==> src/rtl/cv32e40p_id_stim_gen.sv <==
// Constrained RV32I/RV32C instruction source for driving the CV32E40P ID stage standalone.
// An LFSR supplies field contents; a valid/ready handshake advances the stream.
module cv32e40p_id_stim_gen #(
    parameter logic [31:0] SEED          = 32'h0000_0001,
    parameter int unsigned N_INSTR       = 256,
    parameter bit          COMPRESSED_EN = 1'b1
) (
    input  logic        clk_i,
    input  logic        rst_i,
    input  logic        start_i,
    input  logic [1:0]  mode_i,
    input  logic [2:0]  class_i,
    input  logic        id_ready_i,
    output logic        instr_valid_o,
    output logic [31:0] instr_rdata_o,
    output logic        is_compressed_o,
    output logic        busy_o,
    output logic        done_o,
    output logic [15:0] issued_cnt_o
);

    typedef enum logic [1:0] {S_IDLE, S_RUN, S_DONE} state_t;

    localparam logic [31:0] SEED_EFF    = (SEED == 32'h0) ? 32'h1 : SEED;
    localparam logic [15:0] N_LIM       = 16'(N_INSTR);
    localparam logic [1:0]  MODE_RANDOM = 2'b00;
    localparam logic [1:0]  MODE_SWEEP  = 2'b10;
    localparam logic [31:0] LFSR_TAPS   = 32'h8020_0003;

    state_t      r_state;
    state_t      w_state_nxt;
    logic [31:0] r_lfsr;
    logic [15:0] r_cnt;
    logic [2:0]  r_cls;
    logic [1:0]  r_mode;
    logic        w_run;
    logic        w_start;
    logic        w_xfer;
    logic        w_last;
    logic [2:0]  w_cls_raw;
    logic [2:0]  w_cls;

    function automatic logic [31:0] lfsr_step(input logic [31:0] l);
        return (l >> 1) ^ (l[0] ? LFSR_TAPS : 32'h0);
    endfunction

    // funct3 tables below fold L[14:12] onto the legal set (index mod N)
    function automatic logic [2:0] f3_opimm(input logic [2:0] s);
        case (s)
            3'd0, 3'd6: return 3'b000;
            3'd1, 3'd7: return 3'b010;
            3'd2:       return 3'b011;
            3'd3:       return 3'b100;
            3'd4:       return 3'b110;
            default:    return 3'b111;
        endcase
    endfunction

    function automatic logic [2:0] f3_load(input logic [2:0] s);
        case (s)
            3'd0, 3'd5: return 3'b000;
            3'd1, 3'd6: return 3'b001;
            3'd2, 3'd7: return 3'b010;
            3'd3:       return 3'b100;
            default:    return 3'b101;
        endcase
    endfunction

    function automatic logic [2:0] f3_store(input logic [2:0] s);
        case (s)
            3'd0, 3'd3, 3'd6: return 3'b000;
            3'd1, 3'd4, 3'd7: return 3'b001;
            default:          return 3'b010;
        endcase
    endfunction

    function automatic logic [2:0] f3_branch(input logic [2:0] s);
        case (s)
            3'd0, 3'd6: return 3'b000;
            3'd1, 3'd7: return 3'b001;
            3'd2:       return 3'b100;
            3'd3:       return 3'b101;
            3'd4:       return 3'b110;
            default:    return 3'b111;
        endcase
    endfunction

    function automatic logic [31:0] encode(input logic [31:0] l, input logic [2:0] cls);
        logic [4:0] rd_c;
        logic [4:0] imm_c;
        // C.ADDI with rd=0 or imm=0 is a hint/reserved encoding, so force both non-zero
        rd_c  = (l[11:7] == 5'd0) ? 5'd1 : l[11:7];
        imm_c = ({l[12], l[6:2]} == 6'd0) ? 5'd1 : l[6:2];
        case (cls)
            3'd0:    return {7'b0, l[24:15], l[14:12], l[11:7], 7'h33};
            3'd1:    return {l[31:15], f3_opimm(l[14:12]), l[11:7], 7'h13};
            3'd2:    return {l[31:15], 3'b000, l[11:7], 7'h67};
            3'd3:    return {l[31:15], f3_load(l[14:12]), l[11:7], 7'h03};
            3'd4:    return {l[31:15], f3_store(l[14:12]), l[11:7], 7'h23};
            3'd5:    return {l[31:15], f3_branch(l[14:12]), l[11:7], 7'h63};
            3'd6:    return {16'h0, 3'b000, l[12], rd_c, imm_c, 2'b01};
            default: return {l[31:7], 7'h37};
        endcase
    endfunction

    assign w_run   = (r_state == S_RUN);
    assign w_start = start_i && !w_run;
    assign w_xfer  = w_run && id_ready_i;
    assign w_last  = w_xfer && (N_INSTR != 0) && ((r_cnt + 16'd1) == N_LIM);

    always_comb begin
        w_state_nxt = r_state;
        case (r_state)
            S_IDLE:  if (start_i) w_state_nxt = S_RUN;
            S_RUN:   if (w_last)  w_state_nxt = S_DONE;
            S_DONE:  if (start_i) w_state_nxt = S_RUN;
            default: w_state_nxt = S_IDLE;
        endcase
    end

    always_ff @(posedge clk_i) begin
        if (rst_i) begin
            r_state <= S_IDLE;
            r_lfsr  <= SEED_EFF;
            r_cnt   <= 16'd0;
            r_cls   <= 3'd0;
            r_mode  <= MODE_RANDOM;
        end else begin
            r_state <= w_state_nxt;
            if (w_start) begin
                r_cnt  <= 16'd0;
                r_mode <= mode_i;
                r_cls  <= class_i;
            end else if (w_xfer) begin
                r_cnt  <= r_cnt + 16'd1;
                r_lfsr <= lfsr_step(r_lfsr);
                if (r_mode == MODE_SWEEP) r_cls <= r_cls + 3'd1;
            end
        end
    end

    // Fixed mode (01 and 11) and sweep both read the class register
    assign w_cls_raw = (r_mode == MODE_RANDOM) ? r_lfsr[31:29] : r_cls;
    assign w_cls     = (!COMPRESSED_EN && (w_cls_raw == 3'd6)) ? 3'd0 : w_cls_raw;

    assign instr_valid_o   = w_run;
    assign instr_rdata_o   = w_run ? encode(r_lfsr, w_cls) : 32'h0;
    assign is_compressed_o = w_run && (w_cls == 3'd6);
    assign busy_o          = w_run;
    assign done_o          = (r_state == S_DONE);
    assign issued_cnt_o    = r_cnt;

endmodule
==> config.mk <==
export PLATFORM = sky130hd
export DESIGN_NAME = cv32e40p_id_stim_gen
export DESIGN_NICKNAME = d
export VERILOG_FILES = /design/src/rtl/cv32e40p_id_stim_gen.sv
export SDC_FILE = /design/constraint.sdc
export NUM_CORES = 1
export LEC_CHECK = 0
export ABC_CLOCK_PERIOD_IN_PS = 2500
export CAP_MARGIN = 20
export CORE_MARGIN = 2
export CORE_UTILIZATION = 51
export DETAILED_ROUTE_END_ITERATION = 16
export MAX_ROUTING_LAYER = met4
export PLACE_DENSITY = 0.91
export SLEW_MARGIN = 25
export SYNTH_ARGS = -nofsm -noshare
export SYNTH_HDL_FRONTEND = slang
export SYNTH_SLANG_ARGS = --single-unit
==> constraint.sdc <==
create_clock -name clk_i -period 2.5 [get_ports clk_i]
set_clock_uncertainty 0.05 [all_clocks]
set_input_delay 0.25 -clock clk_i [delete_from_list [all_inputs] [get_ports clk_i]]
set_output_delay 0.25 -clock clk_i [all_outputs]
set_load 0.005 [all_outputs]
==> results.toml, run 1 <==
[outcome]
run_status = "finished, violations left"
violations = "setup timing"

[worst_setup_path]
crit_start = "r_mode[1]"
endpoint = "instr_rdata_o[25]"
reg2reg_depth = 6
worst_path_most_repeated_cell = "buf_6"
r2r_start = "issued_cnt_o[3]"
reg2reg_to = "r_state[1]"
cpMaxStageDelayCell = "dfxtp_2"
cpPeakStageDelay_ns = 0.35
worstPathRequired_ns = 2.20
worstSetupStartpointType = "register"
reg2reg_setup_slack_ns = 0.37
endpoint_kind = "output pin"
crit_type = "reg -> out"
worst_ep_arrival_time_ns = 2.26
crit_fanout = 7
crit_chain = "nor2_4 -> buf_6 -> mux2i_4 -> buf_6 -> buf_4 -> nand2b_4 -> a21oi_1 -> nor2_2 -> and2_1 -> clkdlybuf4s15_2"

[floorplanning]
io_pins = 61
die_area_sq_um = 6220
die_y_um = 78.8
rows = 27
core_sq_um = 5470
die_w_um = 78.8
initial_core_util_pct = 52.2

[logic_synthesis]
synth.avg_cell_area_sq_um = 7.58
synth.most_common_cell = "nand2_1"
seq_area_frac_synth_pct = 38.5
ys_types = 47
ys_ff_latch = 55
yosysTopAreaCellShare_pct = 38.5
synth_commonest_cells = "nand2_1, dfxtp_1, a21oi_1"
ys_warn_count = 0
synth_area_sq_um = 2860
yosysTopAreaCell = "dfxtp_1"
synth-async-reset-ratio_pct = 0
synthFlopType = "dfxtp_1"
yosys-top-cells-area = "dfxtp_1, nand2_1, a21oi_1"
mappedNetlistNets = 388
synth_edf_count = 0
netlist_instances = 377

[pwr]
max-vdd-ir-drop_uv = 283
swShare_pct = 27.4
pwr-share-clk_pct = 31.0
totalPowerFinal_uw = 1680
power_leakage_uw = 0.00159
pwr-share-seq_pct = 53.7
p_sw_uw = 461
powerDensity_nw_per_um2 = 429
power_frac_comb_pct = 15.3
intPower_uw = 1220

[drt]
drt.antenna.violating_nets = 0
drt_pass1_iterations = 4
drc = 0
avgViaCountPerCell = 5.50
vias = 2927
drtIter0Drc = 203
routed_wl_mm = 7.86
wire_per_inst_um = 14.8

[finish]
fin_nets = 470
diodes = 0
fin_util_pct = 71.5
drive_above_1_share_pct = 18.9
area_delta_synth_final_pct = 37.1
stdcell_area_sq_um = 3920

[sta]
setup_viol = 4
grt_setup_unrepaired = "true"
tightestPinTransition_ns = 0.584
finalHoldViolations = 0
layout_setup_ws_ns = -0.0593
slew_headroom_pct = 60.9
final.setup.tns_ns = -0.107
slew_viol_final = 0
fin_crit_ns = 2.56
finalCritPeriodShare_pct = 102
fmax_ghz = 0.391
hold_slack_ns = 0.418

[global_route]
grt_pass1_wl_mm = 12.7
grt_pass1_vias = 2696
grt_overflow = 0
grt_max_degree = 44
grt.total_usage_pct = 26.2
antenna_found_initial = 0

[clocking]
cts-htree-levels = 2
path_clk_slew_ns = 0.10
cts_made_buffers = 5
clkLatencyLatePin_ns = 0.31
cts_root_buf = "clkbuf_8"
hold_buffers = 0
cts_sinks = 55
cts_tree = "built"
clk_path_buf_depth = 2

[place]
dp_hpwl_mm = 5.18
numPortBuffers = 60
gp_congestion = 0.907
postPlaceCellArea_sq_um = 3630

[flow_run]
maxCapViolCount = 0

[hold_path]
worstHoldPathType = "reg -> reg"
## how the worst min path moves through the flow
stage | end | depth (start not counted) | slack [ns] | start
after floorplan | r_lfsr[0] | 2 | 0.33 | rst_i
after global placement | r_lfsr[18] | 2 | 0.40 | r_lfsr[19]
after detailed placement | r_lfsr[14] | 2 | 0.40 | r_lfsr[15]
after CTS | r_lfsr[14] | 2 | 0.42 | r_lfsr[15]
after global routing | r_lfsr[6] | 2 | 0.44 | r_lfsr[7]
final | r_lfsr[14] | 2 | 0.42 | r_lfsr[15]
## flip-flops by register name, summed over array words and instances, names as in the netlist
signal        cells
issued_cnt_o     16
r_cls             3
r_mode            2
r_lfsr           32
r_state           2
## repair_timing
action	4_1_cts	5_1_grt
pin swaps	12	4
cloned	1	0
setup endpoints to repair	28	25
hold endpoints to repair	0	0
buffers inserted	7	6
gates resized for setup	70	25
## per-layer routing
metal | wire length [um] | GRT usage [%] | up-vias
met5 | 0 | - | -
met4 | 169 | 9.48 | 0
met3 | 366 | 3.64 | 19
met2 | 3800 | 42.0 | 86
met1 | 3520 | 34.1 | 1380
li1 | - | - | 1442
## power groups by stage
stage	clock network, uW	registers [uW]	logic (uW)
final	521	903	257
after global routing	558	905	276
after CTS	527	902	234
after detailed placement	0	920	194
after global placement	0	919	192
after floorplan	0	917	107
## layout make-up
cell class | count | area, sq um
Inverter | 5 | 18.8
Timing Repair Buffer | 99 | 885
Clock inverter | 3 | 26.3
Fill cell | 448 | 1560
Sequential cell | 55 | 1100
Tap cell | 72 | 90.1
Clock buffer | 5 | 68.8
Multi-Input combinational cell | 293 | 1720
## layout by cell type, fill, tap and decap left out, drive strengths merged, types with 9 or more instances in the layout
| cell type | count |
|---|---|
| a21oi | 46 |
| and2 | 22 |
| buf | 47 |
| clkbuf | 10 |
| clkdlybuf4s50 | 32 |
| dfxtp | 55 |
| nand2 | 82 |
| nand3 | 9 |
| nor2 | 32 |
| nor3 | 12 |
| xnor2 | 12 |
| xor2 | 10 |
## through the flow
step	setup slack [ns]	instances
2_1_floorplan	0.327	377
3_3_place_gp	-0.0395	510
3_5_place_dp	-0.107	510
4_1_cts	-0.110	526
5_1_grt	-0.193	532
6_report	-0.0593	532
## cells by family after synthesis
group                      count (synthesis)  share of synthesized area [%]
AOI/OAI and AO/OA                         76                           15.5
xor gates and xnor gates                  22                           6.75
adders and majority gates                  2                          0.876
buffers and inverters                     29                           4.20
DFF                                       55                           38.5
muxes                                      8                           2.93
and+or+nand+nor                          185                           31.2
## worst max-delay path: cells and delay by family (launching register included)
kind            cells  cell delay (ns)
mux                 1             0.28
buf+inv             4             0.58
simple gates        4             0.67
compound gates      1             0.07
flops               1             0.35
No activity file was read; power rests on OpenSTA's default activity.
==> inputs of run 2 (changes only) <==
- ABC_CLOCK_PERIOD_IN_PS: 2500 -> 2300
- CORE_UTILIZATION: 51 -> 46
- PLACE_DENSITY: 0.91 -> 0.87
- clock period: 2.5 -> 2.3 ns (I/O delays scaled with it)
==> results.toml, run 2 (synthesis gave the netlist of run 1 again) <==
[clocking]
cts_sinks = 55
cts-htree-levels = 2
clk_path_buf_depth = 2
cts_root_buf = "clkbuf_8"
cts_made_buffers = 5
clkLatencyLatePin_ns = 0.31
cts_tree = "built"
path_clk_slew_ns = 0.10

[worst_setup_path]
cpPeakStageDelay_ns = 0.35
crit_chain = "nor2_4 -> buf_6 -> mux2i_4 -> buf_6 -> buf_4 -> mux2_4 -> a22o_1 -> nand2_1 -> a21oi_1 -> buf_2"
worst_ep_arrival_time_ns = 2.26
path_buf_inv = 4
cpMaxStageDelayCell = "dfxtp_2"
crit_fanout = 5
worstPathRequired_ns = 2.02
worst_path_most_repeated_cell = "buf_6"
worstSetupStartpointType = "register"
cp_top_family = "multiplexers"
endpoint_kind = "output pin"
crit_type = "reg -> out"

[drt]
drt_pass1_iterations = 4
drc = 0
avgViaCountPerCell = 5.65
drt.antenna.violating_nets = 0
routed_wl_mm = 9.14
vias = 3084
drtIter0Drc = 242
wire_per_inst_um = 16.7

[sta]
finalHoldViolations = 0
setup_viol = 23
hold_slack_ns = 0.426
finalCritPeriodShare_pct = 111
fin_crit_ns = 2.54
layout_setup_ws_ns = -0.244
tightestPinTransition_ns = 0.584
grt_setup_unrepaired = "true"
fmax_ghz = 0.393
slew_headroom_pct = 61.0
final.setup.tns_ns = -3.36
slew_viol_final = 0

[floorplanning]
io_pins = 61
die_y_um = 82.8
core_sq_um = 5960
die_area_sq_um = 6860
rows = 28
die_w_um = 82.8
initial_core_util_pct = 48.0

[finish]
mostFrequentLayoutCells = "nand2_1, dfxtp_1, a21oi_1"
fin_util_pct = 70.9
fin_nets = 481
register_area_sq_um = 1110
multiInputGateArea_sq_um = 1890
largest_reg_flops = 32
area_delta_synth_final_pct = 47.8
n_fill_cell = 444
diodes = 0
final_common_cell = "nand2_1"
regMostFlops = "r_lfsr"
stdcell_area_sq_um = 4220
drive_above_1_share_pct = 29.9

[global_route]
grt_max_degree = 44
grt_overflow = 0
grt_pass1_wl_mm = 13.8
grt.total_usage_pct = 24.9
antenna_found_initial = 0
grt_pass1_vias = 2838

[place]
numPortBuffers = 60
dp_hpwl_mm = 5.08
pre_cts_ws_ns = -0.330
gp_congestion = 0.969
postPlaceCellArea_sq_um = 3640

[pwr]
power_leakage_uw = 0.00160
powerDensity_nw_per_um2 = 470
max-vdd-ir-drop_uv = 323

[outcome]
run_status = "finished, violations left"
violations = "setup timing"

[hold_path]
worstHoldPathType = "reg -> reg"

[flow_run]
maxCapViolCount = 0
==> run 2: cell count changes in the layout (fill, tap and decap cells not counted), sizes merged <==
| cell | previous run | this run |
|---|---|---|
| clkdlybuf4s15 | 1 | 0 |
| nor2 | 32 | 33 |
| clkbuf | 10 | 13 |
| buf | 47 | 69 |
| inv | 7 | 5 |
| dlymetal6s2s | 6 | 0 |
| bufinv | 0 | 1 |
| dlygate4sd2 | 8 | 1 |
==> run 2: metal layers <==
| metal | part of all wire, % | vias to the layer above | GRT usage, % | routed length [um] |
|---|---|---|---|---|
| met1 | 40 | 1476 | 30.5 | 3670 |
| met2 | 51 | 116 | 41.1 | 4640 |
| li1 | - | 1468 | - | - |
| met4 | 2.7 | 0 | 10.6 | 249 |
| met3 | 6.4 | 24 | 3.48 | 583 |
| met5 | 0 | - | - | 0 |
==> run 2: where the power goes <==
group / internal [uW] / switching (uW)
registers: 965 / 15.4
logic: 157 / 180
clock network: 353 / 313
==> run 2: path summary, 6_finish.rpt <==
kind	end	slack [ns]	cells after the start	start
setup / recovery	instr_rdata_o[13]	-0.24	10	r_mode[0]
hold / removal	r_lfsr[16]	0.43	2	r_lfsr[17]
setup reg to reg	r_cls[2]	0.09	7	r_state[1]
hold reg to reg	r_lfsr[16]	0.43	2	r_lfsr[17]
==> run 2: layout make-up <==
cell class / instances / area share (%)
inverter: 5 / 0.445
multi-input combinational: 294 / 44.7
clock buffer: 6 / 1.96
tap: 75 / 2.22
clock inverter: 2 / 0.830
timing repair buffer: 109 / 23.7
sequential: 55 / 26.2
==> run 2: per-stage QoR <==
step | power, uW | cells
finish | 1980 | 546
global route | 2040 | 546
CTS | 1940 | 540
detailed placement | 1210 | 513
global placement | 1200 | 513
floorplan | 1110 | 377
==> run 2: tightest hold or removal path, stage by stage, from the launching register on <==
cell and delay [ns]:
dfxtp_1 0.33, nand2_1 0.06, a21oi_1 0.05
==> run 2: timing repair <==
action,4_1_cts,5_1_grt
pin swaps,16,15
buffers inserted,17,7
endpoints found under the setup margin,28,28
gates resized for setup,133,69
hold buffers,0,0
cloned,2,0
